===== src/rtl/vga_pkg.sv =====
// Shared timing defaults, colour-bar palette and sync-window helper for the VGA
// test-pattern generator.
package vga_pkg;

  localparam int unsigned DEF_PIXEL_BITS  = 4;
  localparam int unsigned DEF_CLK_DIV     = 2;
  localparam int unsigned DEF_H_COUNT_MAX = 800;
  localparam int unsigned DEF_V_COUNT_MAX = 525;
  localparam int unsigned DEF_H_ACTIVE    = 640;
  localparam int unsigned DEF_H_FP        = 16;
  localparam int unsigned DEF_H_SYNC      = 96;
  localparam int unsigned DEF_V_ACTIVE    = 480;
  localparam int unsigned DEF_V_FP        = 10;
  localparam int unsigned DEF_V_SYNC      = 2;

  // Bar colours as {R,G,B} enables.
  localparam logic [2:0] BAR_WHITE   = 3'b111;
  localparam logic [2:0] BAR_YELLOW  = 3'b110;
  localparam logic [2:0] BAR_CYAN    = 3'b011;
  localparam logic [2:0] BAR_GREEN   = 3'b010;
  localparam logic [2:0] BAR_MAGENTA = 3'b101;
  localparam logic [2:0] BAR_RED     = 3'b100;
  localparam logic [2:0] BAR_BLUE    = 3'b001;
  localparam logic [2:0] BAR_BLACK   = 3'b000;

  // Sync pulse occupies [lo, hi) in counter units.
  typedef struct packed {
    int unsigned lo;
    int unsigned hi;
  } sync_win_t;

  function automatic sync_win_t sync_window(input int unsigned active,
                                            input int unsigned front_porch,
                                            input int unsigned width);
    sync_win_t w;
    w.lo = active + front_porch;
    w.hi = active + front_porch + width;
    return w;
  endfunction

  function automatic logic [2:0] bar_colour(input logic [2:0] bar);
    case (bar)
      3'd0:    return BAR_WHITE;
      3'd1:    return BAR_YELLOW;
      3'd2:    return BAR_CYAN;
      3'd3:    return BAR_GREEN;
      3'd4:    return BAR_MAGENTA;
      3'd5:    return BAR_RED;
      3'd6:    return BAR_BLUE;
      default: return BAR_BLACK;
    endcase
  endfunction

endpackage


===== src/rtl/vga_timing.sv =====
// Pixel-rate divider, horizontal/vertical counters and combinational
// sync/active decode for the VGA generator.
module vga_timing
  import vga_pkg::*;
#(
  parameter int unsigned CLK_DIV     = DEF_CLK_DIV,
  parameter int unsigned H_COUNT_MAX = DEF_H_COUNT_MAX,
  parameter int unsigned V_COUNT_MAX = DEF_V_COUNT_MAX,
  parameter int unsigned H_ACTIVE    = DEF_H_ACTIVE,
  parameter int unsigned H_FP        = DEF_H_FP,
  parameter int unsigned H_SYNC      = DEF_H_SYNC,
  parameter int unsigned V_ACTIVE    = DEF_V_ACTIVE,
  parameter int unsigned V_FP        = DEF_V_FP,
  parameter int unsigned V_SYNC      = DEF_V_SYNC,
  localparam int unsigned H_BITS     = $clog2(H_COUNT_MAX),
  localparam int unsigned V_BITS     = $clog2(V_COUNT_MAX)
) (
  input  logic              clk,
  input  logic              rst,
  output logic [H_BITS-1:0] h_cnt,
  output logic [V_BITS-1:0] v_cnt,
  output logic              active,
  output logic              h_sync,
  output logic              v_sync
);

  if (CLK_DIV < 1) begin : g_bad_div
    $error("vga_timing: CLK_DIV must be at least 1");
  end
  if (H_ACTIVE + H_FP + H_SYNC >= H_COUNT_MAX) begin : g_bad_h
    $error("vga_timing: horizontal timing does not fit in H_COUNT_MAX");
  end
  if (V_ACTIVE + V_FP + V_SYNC >= V_COUNT_MAX) begin : g_bad_v
    $error("vga_timing: vertical timing does not fit in V_COUNT_MAX");
  end

  localparam int unsigned DIV_BITS = (CLK_DIV > 1) ? $clog2(CLK_DIV) : 1;
  localparam sync_win_t   H_WIN    = sync_window(H_ACTIVE, H_FP, H_SYNC);
  localparam sync_win_t   V_WIN    = sync_window(V_ACTIVE, V_FP, V_SYNC);

  localparam logic [DIV_BITS-1:0] DIV_LAST = DIV_BITS'(CLK_DIV - 1);
  localparam logic [H_BITS-1:0]   H_LAST   = H_BITS'(H_COUNT_MAX - 1);
  localparam logic [V_BITS-1:0]   V_LAST   = V_BITS'(V_COUNT_MAX - 1);
  localparam logic [H_BITS-1:0]   H_ACT    = H_BITS'(H_ACTIVE);
  localparam logic [V_BITS-1:0]   V_ACT    = V_BITS'(V_ACTIVE);
  localparam logic [H_BITS-1:0]   HS_LO    = H_BITS'(H_WIN.lo);
  localparam logic [H_BITS-1:0]   HS_HI    = H_BITS'(H_WIN.hi);
  localparam logic [V_BITS-1:0]   VS_LO    = V_BITS'(V_WIN.lo);
  localparam logic [V_BITS-1:0]   VS_HI    = V_BITS'(V_WIN.hi);

  logic [DIV_BITS-1:0] div_cnt;
  logic                pix_en;

  // With CLK_DIV=1 the divider sits at 0 and pix_en is permanently high.
  assign pix_en = (div_cnt == DIV_LAST);

  always_ff @(posedge clk or negedge rst) begin
    if (!rst) begin
      div_cnt <= '0;
      h_cnt   <= '0;
      v_cnt   <= '0;
    end else begin
      if (pix_en) div_cnt <= '0;
      else        div_cnt <= div_cnt + 1'b1;

      if (pix_en) begin
        if (h_cnt == H_LAST) begin
          h_cnt <= '0;
          if (v_cnt == V_LAST) v_cnt <= '0;
          else                 v_cnt <= v_cnt + 1'b1;
        end else begin
          h_cnt <= h_cnt + 1'b1;
        end
      end
    end
  end

  assign active = (h_cnt < H_ACT) && (v_cnt < V_ACT);
  assign h_sync = !((h_cnt >= HS_LO) && (h_cnt < HS_HI));
  assign v_sync = !((v_cnt >= VS_LO) && (v_cnt < VS_HI));

endmodule


===== src/rtl/vga.sv =====
// VGA timing generator with an eight-bar colour test pattern.
// Define VGA_BORDER_EN to draw a one-pixel white frame around the visible area.
module vga
  import vga_pkg::*;
#(
  parameter int unsigned PIXEL_BITS  = DEF_PIXEL_BITS,
  parameter int unsigned CLK_DIV     = DEF_CLK_DIV,
  parameter int unsigned H_COUNT_MAX = DEF_H_COUNT_MAX,
  parameter int unsigned V_COUNT_MAX = DEF_V_COUNT_MAX,
  parameter int unsigned H_ACTIVE    = DEF_H_ACTIVE,
  parameter int unsigned H_FP        = DEF_H_FP,
  parameter int unsigned H_SYNC      = DEF_H_SYNC,
  parameter int unsigned V_ACTIVE    = DEF_V_ACTIVE,
  parameter int unsigned V_FP        = DEF_V_FP,
  parameter int unsigned V_SYNC      = DEF_V_SYNC,
  localparam int unsigned H_BITS     = $clog2(H_COUNT_MAX),
  localparam int unsigned V_BITS     = $clog2(V_COUNT_MAX)
) (
  input  logic                  clk,
  input  logic                  rst,
  output logic [PIXEL_BITS-1:0] vga_r,
  output logic [PIXEL_BITS-1:0] vga_g,
  output logic [PIXEL_BITS-1:0] vga_b,
  output logic                  h_sync,
  output logic                  v_sync,
  output logic [H_BITS-1:0]     vga_x,
  output logic [V_BITS-1:0]     vga_y,
  output logic                  vga_active
);

  localparam int unsigned BAR_W = H_ACTIVE / 8;

  vga_timing #(
    .CLK_DIV     (CLK_DIV),
    .H_COUNT_MAX (H_COUNT_MAX),
    .V_COUNT_MAX (V_COUNT_MAX),
    .H_ACTIVE    (H_ACTIVE),
    .H_FP        (H_FP),
    .H_SYNC      (H_SYNC),
    .V_ACTIVE    (V_ACTIVE),
    .V_FP        (V_FP),
    .V_SYNC      (V_SYNC)
  ) u_timing (
    .clk    (clk),
    .rst    (rst),
    .h_cnt  (vga_x),
    .v_cnt  (vga_y),
    .active (vga_active),
    .h_sync (h_sync),
    .v_sync (v_sync)
  );

  logic [2:0] bar;
  logic [2:0] rgb_en;

  // Bar index by threshold compare instead of dividing by a non-power-of-two width.
  always_comb begin
    bar = '0;
    for (int unsigned k = 1; k < 8; k++) begin
      if (vga_x >= H_BITS'(k * BAR_W)) bar = 3'(k);
    end
    rgb_en = bar_colour(bar);
`ifdef VGA_BORDER_EN
    if (vga_x == '0 || vga_x == H_BITS'(H_ACTIVE - 1) ||
        vga_y == '0 || vga_y == V_BITS'(V_ACTIVE - 1)) begin
      rgb_en = '1;
    end
`endif
    vga_r = (vga_active && rgb_en[2]) ? '1 : '0;
    vga_g = (vga_active && rgb_en[1]) ? '1 : '0;
    vga_b = (vga_active && rgb_en[0]) ? '1 : '0;
  end

endmodule


===== config.mk =====
export PLATFORM = sky130hd
export DESIGN_NAME = vga
export DESIGN_NICKNAME = d
export VERILOG_FILES = /design/src/rtl/vga_pkg.sv /design/src/rtl/vga_timing.sv /design/src/rtl/vga.sv
export SDC_FILE = /design/constraint.sdc
export NUM_CORES = 1
export LEC_CHECK = 0
export CAP_MARGIN = 5
export CELL_PAD_IN_SITES_DETAIL_PLACEMENT = 0
export CELL_PAD_IN_SITES_GLOBAL_PLACEMENT = 2
export CORE_AREA = 2 2 77 79
export DETAILED_ROUTE_END_ITERATION = 6
export DIE_AREA = 0 0 79 81
export PLACE_DENSITY_LB_ADDON = 0.1
export SLEW_MARGIN = 10
export SYNTH_ARGS = -nofsm -noshare
export SYNTH_HDL_FRONTEND = slang
export SYNTH_SLANG_ARGS = --single-unit

===== constraint.sdc =====
create_clock -name clk -period 2.5 [get_ports clk]
set_input_delay 0.75 -clock clk [delete_from_list [all_inputs] [get_ports clk]]
set_output_delay 0.75 -clock clk [all_outputs]
set_load 0.02 [all_outputs]

==> flow_results.xml, run 1 <==
<?xml version="1.0" encoding="UTF-8"?>
<metrics>
  <group name="outcome">
    <metric name="result_of_the_run" unit="">finished, final reports clean</metric>
  </group>
  <group name="critical_path">
    <metric name="cp-end-kind" unit="">output port</metric>
    <metric name="timing.critical_path.fanout_max" unit="">5</metric>
    <metric name="r2r-end" unit="">u_timing.v_cnt[3]</metric>
    <metric name="path_class" unit="">reg2out</metric>
    <metric name="r2r_slack" unit="ns">0.23</metric>
    <metric name="worstRegToRegCells" unit="">4</metric>
    <metric name="critical_path_data_required_time" unit="ns">1.75</metric>
    <metric name="crit_start" unit="">u_timing.h_cnt[7]</metric>
    <metric name="startpoint_type" unit="">flip-flop</metric>
    <metric name="worst_ep_arrival_time" unit="ns">1.74</metric>
    <metric name="regToRegStartpoint" unit="">u_timing.h_cnt[9]</metric>
  </group>
  <group name="pwr">
    <metric name="clkPwrFrac" unit="">0.400</metric>
    <metric name="switching_power" unit="mW">0.129</metric>
    <metric name="p_int" unit="mW">0.453</metric>
    <metric name="power.share.switching" unit="">0.222</metric>
    <metric name="power.density" unit="nW/µm²">299</metric>
    <metric name="pwr-share-seq" unit="">0.583</metric>
    <metric name="irDropWorstVdd" unit="µV">111</metric>
    <metric name="leakage" unit="nW">0.809</metric>
    <metric name="comb_power_share" unit="">0.016</metric>
  </group>
  <group name="sta">
    <metric name="setup_viol" unit="">0</metric>
    <metric name="fmaxAchievable" unit="MHz">402</metric>
    <metric name="final_period_minus_worst_setup_slack" unit="ns">2.49</metric>
    <metric name="layout_worst_path_cycle_share" unit="">0.996</metric>
    <metric name="slew_viol_final" unit="">0</metric>
    <metric name="timing.clock.skew" unit="ns">0.00788</metric>
    <metric name="grt_setup_unrepaired" unit="">true</metric>
    <metric name="setup-tns-final" unit="ns">0</metric>
    <metric name="tightestPinTransition" unit="ns">0.441</metric>
    <metric name="final_hold_viol_count" unit="">0</metric>
    <metric name="max_slew_margin" unit="">0.702</metric>
  </group>
  <group name="clock_network">
    <metric name="post_cts_hold_buffer_count" unit="">0</metric>
    <metric name="ctsLongestPathBuffers" unit="">2</metric>
    <metric name="cts-htree-levels" unit="">1</metric>
    <metric name="clkSlewWorstSetupHoldPaths" unit="ns">0.09</metric>
    <metric name="cts_root_buf" unit="">sky130_fd_sc_hd__clkbuf_8</metric>
    <metric name="tritoncts" unit="">built</metric>
    <metric name="worstSkewPairLatency" unit="ns">0.27</metric>
    <metric name="clock_sinks" unit="">21</metric>
    <metric name="tritoncts.num_buffers" unit="">3</metric>
  </group>
  <group name="job">
    <metric name="max_cap_violations" unit="">0</metric>
  </group>
  <group name="global_routing">
    <metric name="first_pass_grt_wire_length" unit="µm">6190</metric>
    <metric name="largest_net_degree_at_the_start_of_global_routing" unit="">22</metric>
    <metric name="grt-ovfl-total" unit="">0</metric>
    <metric name="antenna_violations_before_repair" unit="">0</metric>
    <metric name="global_route.usage.total" unit="">0.122</metric>
    <metric name="grt_pass1_vias" unit="">1247</metric>
  </group>
  <group name="hold_path">
    <metric name="hold_path_startpoint" unit="">u_timing.v_cnt[7]</metric>
    <metric name="min_path_type" unit="">reg2reg</metric>
    <metric name="hold_end" unit="">u_timing.v_cnt[7]</metric>
    <metric name="timing.hold.worst_path_depth" unit="">2</metric>
  </group>
  <group name="die">
    <metric name="die_h" unit="µm">81</metric>
    <metric name="std_cell_rows" unit="">28</metric>
    <metric name="ioPinCount" unit="">37</metric>
    <metric name="core_region_area" unit="µm²">5680</metric>
    <metric name="die_width" unit="µm">79</metric>
    <metric name="die_area" unit="µm²">6400</metric>
    <metric name="floorplan.initialDensity" unit="">0.236</metric>
  </group>
  <group name="detailed_routing">
    <metric name="detail_route.wl_per_cell" unit="µm">13.6</metric>
    <metric name="drt_wl_total" unit="µm">3700</metric>
    <metric name="vias" unit="">1262</metric>
    <metric name="post-route-drc-count" unit="">0</metric>
    <metric name="firstDrtPassIters" unit="">4</metric>
    <metric name="route.antenna.remaining_nets" unit="">0</metric>
    <metric name="drt_iter0_markers" unit="">35</metric>
    <metric name="detail_route.vias_per_cell" unit="">4.62</metric>
  </group>
  <group name="synth">
    <metric name="seq_area_frac_synth" unit="">0.393</metric>
    <metric name="synth_enable_flop_cells" unit="">0</metric>
    <metric name="yosysTopAreaCellShare" unit="">0.393</metric>
    <metric name="synthDominantAreaCellType" unit="">sky130_fd_sc_hd__dfrtp_1</metric>
    <metric name="synth_async_sr_flop_share" unit="">1.00</metric>
    <metric name="yosysWarningCount" unit="">0</metric>
    <metric name="synth_seq_cells" unit="">21</metric>
    <metric name="yosysUniqueCellTypes" unit="">41</metric>
    <metric name="syn_area_cell" unit="µm²">8.93</metric>
    <metric name="syn-instance-count" unit="">150</metric>
    <metric name="mappedNetlistArea" unit="µm²">1340</metric>
    <metric name="ys_dominant_reg_cell" unit="">sky130_fd_sc_hd__dfrtp_1</metric>
    <metric name="synth.net_count" unit="">156</metric>
    <metric name="post_synth_main_area_contributors" unit="">sky130_fd_sc_hd__dfrtp_1 39%, sky130_fd_sc_hd__buf_4 5.6%, sky130_fd_sc_hd__o21ai_0 4.5%, sky130_fd_sc_hd__ha_1 3.7%, sky130_fd_sc_hd__nand3_1 3.7%</metric>
  </group>
  <group name="place">
    <metric name="buffer_ports.inserted" unit="">36</metric>
    <metric name="place_congestion" unit="">0.758</metric>
    <metric name="dp.final_hpwl" unit="µm">2780</metric>
    <metric name="place_inst" unit="">267</metric>
  </group>
  <group name="final_layout">
    <metric name="area_growth" unit="%">45.5</metric>
    <metric name="antenna_cells" unit="">0</metric>
    <metric name="layout-drive-gt1-share" unit="">0.278</metric>
    <metric name="finalNetCount" unit="">205</metric>
    <metric name="stdcell_count" unit="">273</metric>
  </group>
</metrics>
-- power groups by stage --
stage | Sequential [mW] | Combinational, mW | Clock (mW)
2_1_floorplan | 0.346 | 0.000000319 | 0
3_3_place_gp | 0.346 | 0.0102 | 0
3_5_place_dp | 0.346 | 0.0103 | 0
4_1_cts | 0.339 | 0.0103 | 0.240
5_1_grt | 0.339 | 0.0112 | 0.250
6_report | 0.339 | 0.00959 | 0.233
-- critical path: stages, from the launching register on --
cell                        delay, ns
sky130_fd_sc_hd__dfrtp_1         0.42
sky130_fd_sc_hd__buf_4           0.17
sky130_fd_sc_hd__nand2b_1        0.15
sky130_fd_sc_hd__a2bb2oi_2       0.14
sky130_fd_sc_hd__a311oi_1        0.10
sky130_fd_sc_hd__o21a_1          0.24
sky130_fd_sc_hd__buf_4           0.14
sky130_fd_sc_hd__buf_6           0.12
-- flip-flops by register name, indices dropped and copies added (netlist names) --
name and count:
u_timing.h_cnt 10, u_timing.v_cnt 10, u_timing.div_cnt 1
-- Yosys cell counts, types with 2 or more instances --
cell type,number
sky130_fd_sc_hd__inv_1,9
sky130_fd_sc_hd__clkbuf_1,3
sky130_fd_sc_hd__and3_1,5
sky130_fd_sc_hd__buf_4,10
sky130_fd_sc_hd__o211ai_1,2
sky130_fd_sc_hd__buf_6,2
sky130_fd_sc_hd__dfrtp_1,21
sky130_fd_sc_hd__nand4_1,5
sky130_fd_sc_hd__or4_1,2
sky130_fd_sc_hd__xor2_1,4
sky130_fd_sc_hd__a21oi_1,3
sky130_fd_sc_hd__o21ai_0,12
sky130_fd_sc_hd__nand3_1,10
sky130_fd_sc_hd__nand2b_1,2
sky130_fd_sc_hd__nor2_1,9
sky130_fd_sc_hd__and4_1,2
sky130_fd_sc_hd__nand2_1,13
sky130_fd_sc_hd__ha_1,4
sky130_fd_sc_hd__nor3_1,6
sky130_fd_sc_hd__xnor2_1,4
sky130_fd_sc_hd__nor4bb_1,2
-- cell families after synthesis --
group / after synthesis / synth area share
adders and majority gates: 5 / 0.0449
AOI/OAI and AO/OA: 26 / 0.122
muxes: 1 / 0.00841
DFF: 21 / 0.393
buffers and inverters: 25 / 0.110
xor gates and xnor gates: 8 / 0.0523
and+or+nand+nor: 64 / 0.270
-- worst max-delay path by stage --
stage	endpoint	slack, ns	cells after the start
2_1_floorplan	vga_r[1]	-0.01	5
3_3_place_gp	vga_b[2]	-0.13	5
3_5_place_dp	vga_r[0]	-0.16	4
4_1_cts	vga_r[0]	-0.15	4
5_1_grt	vga_b[2]	-0.09	6
6_report	vga_b[2]	0.01	7
-- placed cells by master, fill, tap and decap left out, types with 3 or more instances in the layout --
master                            instances
sky130_fd_sc_hd__buf_4                   28
sky130_fd_sc_hd__clkdlybuf4s50_1         21
sky130_fd_sc_hd__dfrtp_1                 19
sky130_fd_sc_hd__nand2_1                 13
sky130_fd_sc_hd__o21ai_0                 12
sky130_fd_sc_hd__nand3_1                 10
sky130_fd_sc_hd__inv_1                    8
sky130_fd_sc_hd__nor2_1                   8
sky130_fd_sc_hd__nor3_1                   5
sky130_fd_sc_hd__nand4_1                  5
sky130_fd_sc_hd__and3_1                   4
sky130_fd_sc_hd__xnor2_1                  4
sky130_fd_sc_hd__xor2_1                   4
sky130_fd_sc_hd__ha_1                     4
sky130_fd_sc_hd__clkdlybuf4s15_2          4
sky130_fd_sc_hd__clkbuf_8                 3
sky130_fd_sc_hd__dlygate4sd2_1            3
sky130_fd_sc_hd__buf_2                    3
-- stage by stage --
stage | hold slack, ns | worst slack [ns] | utilization | cell area [µm²] | power, mW
2_1_floorplan | 0.454 | -0.0107 | - | 1370 | 0.346
3_3_place_gp | 0.544 | -0.132 | 0.330 | 1870 | 0.356
3_5_place_dp | 0.548 | -0.165 | 0.330 | 1870 | 0.356
4_1_cts | 0.560 | -0.151 | 0.335 | 1900 | 0.590
5_1_grt | 0.606 | -0.0888 | 0.343 | 1950 | 0.601
6_report | 0.565 | 0.00962 | 0.343 | 1950 | 0.582
-- final cells by class --
type                       instances  area [µm²]
clock inverter                     1        5.00
clock buffer                       3        41.3
inverter                           9        33.8
tap                               75        93.8
fill                             615        3730
sequential                        21         528
multi-input combinational        104         728
timing repair buffer              60         518
-- layer usage --
metal | vias up | track usage | wire, µm
li1 | 624 | - | -
met1 | 613 | 0.155 | 1730
met2 | 21 | 0.216 | 1840
met3 | 4 | 0.0133 | 90
met4 | 0 | 0.0414 | 42
met5 | - | 0 | 0
-- repair_timing --
item | 4_1_cts | 5_1_grt
endpoints found under the setup margin | 15 | 13
buffers inserted | 1 | 1
pin swaps | 3 | 7
gates resized for setup | 35 | 27
No activity file was read; power rests on OpenSTA's default activity.
==> run 2, diff against run 1 <==
--- a/config.mk
+++ b/config.mk
@@ -12,7 +12,6 @@
 export DETAILED_ROUTE_END_ITERATION = 6
 export DIE_AREA = 0 0 79 81
 export PLACE_DENSITY_LB_ADDON = 0.1
-export SLEW_MARGIN = 10
 export SYNTH_ARGS = -nofsm -noshare
 export SYNTH_HDL_FRONTEND = slang
 export SYNTH_SLANG_ARGS = --single-unit
==> results of run 2 <==
No change in the layout: final DEF, timing and power equal those of run 1.
